===== src/rtl/digit_scan_if.sv =====
// digit_scan_if
// Bundles the display-side signals of the digit scan controller.
//   master : value producer / bench side (drives en, digits, dp_in, digit_en)
//   slave  : digit_scan_ctrl side (drives an, seg, dp, sel, frame_done, state)
// Signals:
//   en         scan enable, 1 = scanning, 0 = display dark
//   digits     four hex nibbles, digit i = digits[4i+3:4i]
//   dp_in      decimal point request per digit, 1 = lit
//   digit_en   per-digit enable mask, 1 = digit takes part in the scan
//   an         anodes, active-low
//   seg        segments {g,f,e,d,c,b,a}, active-low
//   dp         decimal point, active-low
//   sel        index of the current/last scanned digit
//   frame_done 1-cycle pulse when the scan wraps
//   state      debug view of the scan FSM (0 IDLE, 1 BLANK, 2 SHOW)
// Handshake: there is no valid/ready pair; inputs are level signals sampled on
// every rising clk edge, and all outputs are registered and change only on it.
interface digit_scan_if;
    logic        en;
    logic [15:0] digits;
    logic [3:0]  dp_in;
    logic [3:0]  digit_en;
    logic [3:0]  an;
    logic [6:0]  seg;
    logic        dp;
    logic [1:0]  sel;
    logic        frame_done;
    logic [1:0]  state;

    modport master (
        output en, digits, dp_in, digit_en,
        input  an, seg, dp, sel, frame_done, state
    );

    modport slave (
        input  en, digits, dp_in, digit_en,
        output an, seg, dp, sel, frame_done, state
    );
endinterface


===== src/rtl/digit_scan_ctrl.sv =====
// digit_scan_ctrl
// Scan scheduler for a 4-digit seven-segment display sharing one segment bus.
// Each digit gets BLANK_CYC cycles with all anodes off (anti-ghosting) followed
// by DIV_MAX+1 cycles lit. The hex nibble, decimal point and (optionally) the
// leading-zero decision are snapshotted on SHOW entry, so input changes only
// appear at the next digit.
// Ports:
//   clk  rising-edge system clock
//   rst  synchronous reset, active-low
//   bus  digit_scan_if.slave (en/digits/dp_in/digit_en in; an/seg/dp/sel/
//        frame_done/state out, all registered)
// Parameters:
//   DIV_MAX    SHOW phase lasts DIV_MAX+1 cycles
//   BLANK_CYC  blank cycles before each digit, must be >= 1
// Build option:
//   LEADING_ZERO_BLANK_EN  when defined, digit i>0 is kept dark if every nibble
//                          at index >= i is zero; timing is unaffected.
module digit_scan_ctrl #(
    parameter int DIV_MAX   = 99_999,
    parameter int BLANK_CYC = 500
) (
    input logic         clk,
    input logic         rst,
    digit_scan_if.slave bus
);
    localparam int PW = (DIV_MAX > 0) ? $clog2(DIV_MAX + 1) : 1;
    localparam int BW = $clog2(BLANK_CYC + 1);

    typedef enum logic [1:0] {
        IDLE  = 2'd0,
        BLANK = 2'd1,
        SHOW  = 2'd2
    } state_t;

    state_t          state_q, state_d;
    logic [1:0]      sel_q, sel_d;
    logic [PW-1:0]   presc_q, presc_d;
    logic [BW-1:0]   blank_q, blank_d;
    logic [3:0]      an_q, an_d;
    logic [6:0]      seg_q, seg_d;
    logic            dp_q, dp_d;
    logic            fd_q, fd_d;

    // Scratch values for the combinational block.
    logic [1:0]      next_sel;
    logic [1:0]      low_sel;
    logic [1:0]      idx;
    logic            suppress;

    function automatic logic [6:0] seg_decode(input logic [3:0] n);
        case (n)
            4'h0:    seg_decode = 7'b1000000;
            4'h1:    seg_decode = 7'b1111001;
            4'h2:    seg_decode = 7'b0100100;
            4'h3:    seg_decode = 7'b0110000;
            4'h4:    seg_decode = 7'b0011001;
            4'h5:    seg_decode = 7'b0010010;
            4'h6:    seg_decode = 7'b0000010;
            4'h7:    seg_decode = 7'b1111000;
            4'h8:    seg_decode = 7'b0000000;
            4'h9:    seg_decode = 7'b0010000;
            4'hA:    seg_decode = 7'b0001000;
            4'hB:    seg_decode = 7'b0000011;
            4'hC:    seg_decode = 7'b1000110;
            4'hD:    seg_decode = 7'b0100001;
            4'hE:    seg_decode = 7'b0000110;
            default: seg_decode = 7'b0001110;
        endcase
    endfunction

    always_ff @(posedge clk) begin
        if (!rst) begin
            state_q <= IDLE;
            sel_q   <= 2'd0;
            presc_q <= '0;
            blank_q <= '0;
            an_q    <= 4'b1111;
            seg_q   <= 7'b1111111;
            dp_q    <= 1'b1;
            fd_q    <= 1'b0;
        end else begin
            state_q <= state_d;
            sel_q   <= sel_d;
            presc_q <= presc_d;
            blank_q <= blank_d;
            an_q    <= an_d;
            seg_q   <= seg_d;
            dp_q    <= dp_d;
            fd_q    <= fd_d;
        end
    end

    always_comb begin
        state_d  = state_q;
        sel_d    = sel_q;
        presc_d  = presc_q;
        blank_d  = blank_q;
        an_d     = an_q;
        seg_d    = seg_q;
        dp_d     = dp_q;
        fd_d     = 1'b0;
        next_sel = sel_q;
        low_sel  = 2'd0;
        idx      = 2'd0;
        suppress = 1'b0;

        // First enabled digit after sel, cyclic; k=4 lands on sel itself and
        // is visited first so that any closer candidate overrides it.
        for (int k = 4; k >= 1; k--) begin
            idx = sel_q + 2'(k);
            if (bus.digit_en[idx]) next_sel = idx;
        end

        for (int i = 3; i >= 0; i--) begin
            if (bus.digit_en[i]) low_sel = 2'(i);
        end

`ifdef LEADING_ZERO_BLANK_EN
        suppress = (sel_q != 2'd0) && ((bus.digits >> {sel_q, 2'b00}) == 16'h0);
`endif

        if (!bus.en) begin
            // Dropping en abandons the current period immediately.
            state_d = IDLE;
            sel_d   = 2'd0;
            presc_d = '0;
            blank_d = '0;
            an_d    = 4'b1111;
            seg_d   = 7'b1111111;
            dp_d    = 1'b1;
        end else begin
            case (state_q)
                IDLE: begin
                    state_d = BLANK;
                    sel_d   = low_sel;
                    presc_d = '0;
                    blank_d = '0;
                    an_d    = 4'b1111;
                    seg_d   = 7'b1111111;
                    dp_d    = 1'b1;
                end
                BLANK: begin
                    if (blank_q == BW'(BLANK_CYC - 1)) begin
                        blank_d = '0;
                        if (bus.digit_en[sel_q]) begin
                            state_d = SHOW;
                            presc_d = '0;
                            if (!suppress) begin
                                an_d  = ~(4'b0001 << sel_q);
                                seg_d = seg_decode(bus.digits[{sel_q, 2'b00} +: 4]);
                                dp_d  = ~bus.dp_in[sel_q];
                            end
                        end
                    end else begin
                        blank_d = blank_q + BW'(1);
                    end
                end
                SHOW: begin
                    if (presc_q == PW'(DIV_MAX)) begin
                        state_d = BLANK;
                        presc_d = '0;
                        sel_d   = next_sel;
                        fd_d    = (next_sel <= sel_q);
                        an_d    = 4'b1111;
                        seg_d   = 7'b1111111;
                        dp_d    = 1'b1;
                    end else begin
                        presc_d = presc_q + PW'(1);
                    end
                end
                default: begin
                    state_d = IDLE;
                    sel_d   = 2'd0;
                    presc_d = '0;
                    blank_d = '0;
                    an_d    = 4'b1111;
                    seg_d   = 7'b1111111;
                    dp_d    = 1'b1;
                end
            endcase
        end
    end

    assign bus.an         = an_q;
    assign bus.seg        = seg_q;
    assign bus.dp         = dp_q;
    assign bus.sel        = sel_q;
    assign bus.frame_done = fd_q;
    assign bus.state      = state_q;
endmodule


===== src/flat_wrapper.sv =====
// flat-port wrapper written by rule: the top's interface ports become plain ports
module digit_scan_ctrl_flat 
#(
    parameter int DIV_MAX   = 99_999,
    parameter int BLANK_CYC = 500
)
  (clk, rst, bus_en, bus_digits, bus_dp_in, bus_digit_en, bus_an, bus_seg, bus_dp, bus_sel, bus_frame_done, bus_state);
  digit_scan_if bus_i ();
  input logic clk;
  input logic rst;
  input wire logic [$bits(bus_i.en)-1:0] bus_en;
  input wire logic [$bits(bus_i.digits)-1:0] bus_digits;
  input wire logic [$bits(bus_i.dp_in)-1:0] bus_dp_in;
  input wire logic [$bits(bus_i.digit_en)-1:0] bus_digit_en;
  output wire logic [$bits(bus_i.an)-1:0] bus_an;
  output wire logic [$bits(bus_i.seg)-1:0] bus_seg;
  output wire logic [$bits(bus_i.dp)-1:0] bus_dp;
  output wire logic [$bits(bus_i.sel)-1:0] bus_sel;
  output wire logic [$bits(bus_i.frame_done)-1:0] bus_frame_done;
  output wire logic [$bits(bus_i.state)-1:0] bus_state;
  assign bus_i.en = bus_en;
  assign bus_i.digits = bus_digits;
  assign bus_i.dp_in = bus_dp_in;
  assign bus_i.digit_en = bus_digit_en;
  assign bus_an = bus_i.an;
  assign bus_seg = bus_i.seg;
  assign bus_dp = bus_i.dp;
  assign bus_sel = bus_i.sel;
  assign bus_frame_done = bus_i.frame_done;
  assign bus_state = bus_i.state;
  digit_scan_ctrl #(.DIV_MAX(DIV_MAX), .BLANK_CYC(BLANK_CYC)) u_core (.clk(clk), .rst(rst), .bus(bus_i));
endmodule

===== config.mk =====
export PLATFORM = sky130hd
export DESIGN_NAME = digit_scan_ctrl_flat
export DESIGN_NICKNAME = d
export VERILOG_FILES = /design/src/rtl/digit_scan_if.sv /design/src/rtl/digit_scan_ctrl.sv /design/src/flat_wrapper.sv
export SDC_FILE = /design/constraint.sdc
export NUM_CORES = 1
export LEC_CHECK = 0
export CORE_ASPECT_RATIO = 1.1
export CORE_MARGIN = 8
export CORE_UTILIZATION = 40
export DETAILED_ROUTE_END_ITERATION = 10
export PLACE_DENSITY = 0.6
export SYNTH_ARGS = -nofsm -noshare
export SYNTH_HDL_FRONTEND = slang
export SYNTH_SLANG_ARGS = --single-unit
export TNS_END_PERCENT = 30

===== constraint.sdc =====
create_clock -name clk -period 3.2 [get_ports clk]
set_input_delay 0.32 -clock clk [delete_from_list [all_inputs] [get_ports clk]]
set_output_delay 0.32 -clock clk [all_outputs]
set_load 0.01 [all_outputs]

After elaboration in Yosys (flattened, before gate mapping)
Memory sizes are Yosys's and may differ from the RTL's. Cells that the tools add are included.

$add $sub $neg: 5. Multipliers: 0. Divide/modulo/power cells: 0. Magnitude comparators: 5. Equality and inequality tests: 7. Shift operators: 2. Multiplexer cells: 41. Bitwise logic cells: 3. Reduce and logical (&&, ||, !) cells: 6.

Operators with widths (number): 2-to-1 mux 17 bit (3); one-hot mux 17 bit (2 select lines) (1); 2-to-1 mux 2 bit (11); 2-to-1 mux 7 bit (3); one-hot mux 9 bit (2 select lines) (1); adder 17 x 1 -> 17 bit, second input constant (1); equality test 17 bit, second input constant (1); indexed part select 16 x 5 -> 4 bit (1); one-hot mux 7 bit (2 select lines) (1); less-than comparator 2 x 3 -> 1 bit, second input constant (4); 2-to-1 mux 4 bit (3); one-hot mux 2 bit (3 select lines) (2); binary-select mux 1 bit (select 2 bit) (5); adder 9 x 1 -> 9 bit, second input constant (1); equality test 9 bit, second input constant (1); 2-to-1 mux 9 bit (1); 2-to-1 mux 1 bit (8); one-hot mux 4 bit (2 select lines) (1); inequality test 2 x 1 -> 1 bit, second input constant (3); AND reduction 2 bit (3); adder 2 bit, second input constant (2); NOT 4 bit (1); AND reduction 4 bit (1); left shift 1 x 2 -> 4 bit, first input constant (1); other kinds (8) (9).

Register bits after elaboration: 43. Bits in latches: 0. Bits in writable memories: 0. ROM bits: 112. Input port bits: 27. Output and inout bits: 17. Logic and storage cells: 78. Memories kept: 1.

Memories: (no name shown) (depth 16, width 7, rd ports 1, clocked after Yosys merged registers in 0, write ports 0, line digit_scan_ctrl.sv:51) `case (n)`.

Depth between registers and ports, before layout
Word-level depth: 8. Mapped depth: 13. Gate-level depth less buffers: 11.

Worst setup path after synthesis
Ideal clock, no wire load.

Path kind: register to register. From: register u_core.sel_q[0], in the netlist u_core.bus.sel[0]. To: register u_core.fd_q, in the netlist u_core.bus.frame_done. Library setup time: 0.078 ns. Data arrival time: 2.231 ns. Data required time: 3.122 ns. Path slack: 0.891 ns. Cell stages (with the launch flop): 14. Buffers on the path: 2. Period minus slack after synthesis: 2.309 ns. Cells stage by stage: dfxtp_1 > buf_6 > buf_12 > inv_1 > ha_1 > mux4_1 > nor2b_1 > nor2_1 > xnor2_1 > ha_1 > inv_1 > a21oi_1 > a21oi_1 > nor3_1.

Word-level cells in the longest chain between the ends: 7. Elaborated cells on any way between the ends: 13. Those cells by class: add/sub: 3; order compare: 1; mux: 9.

Ends and longest elaborated chain: from (decl) (line digit_scan_ctrl.sv:36) `logic [1:0] sel_q, sel_d;`; from (signal assigned) (line digit_scan_ctrl.sv:83) `sel_q <= sel_d;`; adder 2 bit (line digit_scan_ctrl.sv:110) `idx = sel_q + 2'(k);`; binary-select mux 1 bit (select 2 bit) (line digit_scan_ctrl.sv:111) `if (bus.digit_en[idx]) next_sel = idx;`; 2-to-1 mux 1 bit (implied by the code) (line digit_scan_ctrl.sv:111); 2-to-1 mux 2 bit (3 in series) (line digit_scan_ctrl.sv:111); <= comparator 2 bit * (line digit_scan_ctrl.sv:163) `fd_d = (next_sel <= sel_q);`; to (signal assigned) (line digit_scan_ctrl.sv:80) `fd_q <= 1'b0;`; to (signal assigned) (line digit_scan_ctrl.sv:89) `fd_q <= fd_d;`; to (decl) (line digit_scan_ctrl.sv:42) `logic fd_q, fd_d;`.

Mark *: on every way between the ends. The rest lies on a longest branch, timed or not. The select of a mux whose other input is x is not followed. A chain may end at the register's enable or synchronous reset.

Worst setup path after layout
From: register u_core.sel_q[1], in the netlist u_core.bus.sel[1]. To: register u_core.fd_q, in the netlist u_core.bus.frame_done.

Same word-level chain as after synthesis.

==> results.py <==
metrics = {
    "die": {
        "die-width_um": 92.8,
        "die_area_mm2": 0.00932,
        "pin_count": 44,
        "fp-row-count": 30,
        "dieHeight_um": 100,
        "core_area_mm2": 0.00623,
        "start_util": 0.416,
    },
    "grt": {
        "gr-usage-met2": 0.238,
        "grt_pass1_vias": 2224,
        "grt_pass1_wl_um": 10400,
        "use_met1": 0.156,
        "grt.busiest_layer": "met2",
        "grt_max_degree": 27,
        "grt_usage": 0.134,
        "overflow": 0,
        "antenna_found_initial": 0,
        "met3_usage": 0.0298,
    },
    "logic_synthesis": {
        "syn_nets": 315,
        "yosysWarnings": 0,
        "synth-async-reset-ratio": 0,
        "synth.distinct_cells": 54,
        "synth_area_leader_cell": "dfxtp_1",
        "synth-seq-area-share": 0.332,
        "synth_edf_count": 0,
        "yosys_register_bits": 43,
        "syn_area_mm2": 0.00259,
        "synth_top_flop_cell": "dfxtp_1",
        "syn_area_per_cell_um2": 9.47,
        "synthTopCellsByArea": "dfxtp_1, ha_1, mux4_1",
        "synthCells": 274,
        "synth_top_area_share": 0.332,
    },
    "critical_path": {
        "setup.worst_path.start_class": "flop",
        "cp.arrival_ns": 2.58,
        "critical-path-max-stage-delay_ns": 0.56,
        "critPathTopFamily": "flip-flops",
        "cp_slowest_cell": "dfxtp_1",
        "path_buf_inv": 2,
        "path_class": "reg2reg",
        "cp_max_fo": 8,
        "crit_required_ns": 3.43,
        "end_kind": "flop",
        "worstPathCellList": "inv_1 > ha_1 > mux4_1 > nor2b_1 > nor2_1 > xnor2_1 > ha_1 > inv_1 > a21oi_1 > a21oi_1 > nor3_1",
    },
    "timing": {
        "clock.fmax_ghz": 0.425,
        "fin_crit_ns": 2.35,
        "period_share": 0.735,
        "setup-tns-final_ns": 0,
        "rsz0062_at_grt": "false",
        "hold_violations": 0,
        "finalSetupViolCount": 0,
        "drv_slew": 0,
        "finalWorstSetupSlack_ns": 0.847,
        "worst_clock_skew_ns": 0.00997,
        "slew_headroom": 0.539,
        "worst_pin_slew_ns": 0.690,
    },
    "finish": {
        "nNetsFinal": 357,
        "mostFrequentLayoutCells": "clkdlybuf4s50_1, dfxtp_1, nor2_1",
        "regArea_um2": 861,
        "multi_input_area_mm2": 0.00161,
        "layout-drive-gt1-share": 0.0631,
        "area_delta_synth_final_pct": 21.9,
        "diodes": 0,
        "fill_cells": 601,
    },
    "clocking": {
        "clock_latency_ns": 0.30,
        "htreeDepth": 2,
        "ctsHoldBuffers": 0,
        "post_cts.repair.setup_buffers": 0,
        "path_clk_slew_ns": 0.09,
        "cts_tree": "done",
        "cts_buffers": 5,
        "cts_num_sinks": 43,
        "cts_resized": 0,
        "clock_path_buffers": 2,
        "cts-root-buf": "clkbuf_8",
    },
    "detailed_routing": {
        "ant_nets": 0,
        "vias": 2198,
        "detail_route.vias_per_cell": 5.54,
        "firstDrtPassIters": 4,
        "drtIter0Drc": 65,
        "routed_wl_um": 5960,
        "drc": 0,
        "wire_per_inst_um": 15.0,
    },
    "power_and_ir_drop": {
        "total_leakage_power_nw": 1.06,
        "clkPwrFrac": 0.384,
        "pwr-share-comb": 0.134,
        "internal_power_w": 0.000849,
        "power_frac_seq": 0.483,
        "p_sw_frac": 0.245,
        "powerDensity_mw_per_mm2": 355,
        "ir_worst_vdd_mv": 0.183,
        "switchingPower_w": 0.000275,
    },
    "placed_design": {
        "gp_congestion": 0.825,
        "hpwlAfterDp_um": 4580,
        "port-buffer-count": 43,
        "pre_cts_slack_ns": 0.707,
    },
    "outcome": {
        "outcome": "finished clean",
    },
    "flow_run": {
        "cap_viol_max_count": 0,
    },
    "hold_path": {
        "hold_class": "reg2reg",
    },
}
synth_stat cells (2+ instances only):
master,count
nor2_1,28
o211ai_1,4
nand2_1,20
inv_1,7
a2bb2oi_1,6
o32a_1,2
nor4b_1,3
a22oi_1,3
ha_1,14
xor2_1,8
o21ai_0,12
mux4_1,5
clkbuf_1,2
and2_1,2
dfxtp_1,43
buf_6,3
nor4bb_1,2
mux2i_1,3
nand4_1,10
nand2b_1,5
o22a_1,3
buf_2,3
nor2b_1,6
and3_1,2
nor3_1,5
a21boi_0,2
nand3_1,10
and4_1,4
mux4_2,4
nor4_1,8
a221o_1,2
xnor2_1,9
a21oi_1,10
o31ai_1,4
cells by family after synthesis:
logic type / Yosys count / synth area share
compound gates: 60 / 0.171
buf+inv: 18 / 0.0477
mux: 13 / 0.103
xor+xnor: 17 / 0.0574
simple gates: 109 / 0.222
fa+ha+maj: 14 / 0.0675
flops: 43 / 0.332
worst reg2reg max path: cells and delay by family, from the launching register on:
| kind | cells | cell delay, ns |
|---|---|---|
| flops | 1 | 0.56 |
| fa+ha+maj | 2 | 0.50 |
| simple gates | 3 | 0.46 |
| buf+inv | 2 | 0.18 |
| mux | 1 | 0.26 |
| xor+xnor | 1 | 0.15 |
| compound gates | 2 | 0.19 |
layout make-up:
type | count | share of cell area
Multi-Input combinational cell | 213 | 0.509
Clock buffer | 5 | 0.0218
Inverter | 7 | 0.00831
Timing Repair Buffer | 46 | 0.143
Tap cell | 80 | 0.0316
Sequential cell | 43 | 0.272
Clock inverter | 3 | 0.0138
registers in the layout, indices dropped and copies added (netlist names):
| name | cells |
|---|---|
| u_core.presc_q | 17 |
| u_core.blank_q | 9 |
| u_core.bus.seg | 7 |
| u_core.bus.an | 4 |
| u_core.bus.sel | 2 |
| u_core.bus.state | 2 |
| u_core.bus.dp | 1 |
| u_core.bus.frame_done | 1 |
stage by stage:
step	power, W	util	area (µm²)	cells	hold slack (ns)
detailed placement	0.000706	0.490	3050	389	0.449
floorplan	0.000652	-	2590	274	0.426
CTS	0.00114	0.508	3160	397	0.470
finish	0.00112	0.508	3160	397	0.474
global route	0.00118	0.508	3160	397	0.490
global placement	0.000705	0.490	3050	389	0.451
worst paths after layout:
path | start | endpoint | slack, ns | depth (start not counted)
worst max-delay path | u_core.bus.sel[1] | u_core.bus.frame_done | 0.85 | 11
worst min-delay path | u_core.bus.seg[1] | u_core.bus.seg[1] | 0.47 | 1
worst max register to register | u_core.bus.sel[1] | u_core.bus.frame_done | 0.85 | 11
worst min register to register | u_core.bus.seg[1] | u_core.bus.seg[1] | 0.47 | 1
power groups by stage:
stage | clock (W) | combinational [W] | sequential [W]
after global placement | 0 | 0.000150 | 0.000555
final | 0.000431 | 0.000150 | 0.000542
after floorplan | 0 | 0.0000975 | 0.000555
after global routing | 0.000468 | 0.000168 | 0.000544
after CTS | 0.000449 | 0.000152 | 0.000543
after detailed placement | 0 | 0.000151 | 0.000555
routing by layer:
layer,routed length [µm],share of wire,vias to the layer above
li1,-,-,1112
met1,2740,0.46,1053
met2,2940,0.49,31
met3,240,0.040,2
met4,30,0.0050,0
met5,0,0,-
Power figures use the tool's default switching activity.
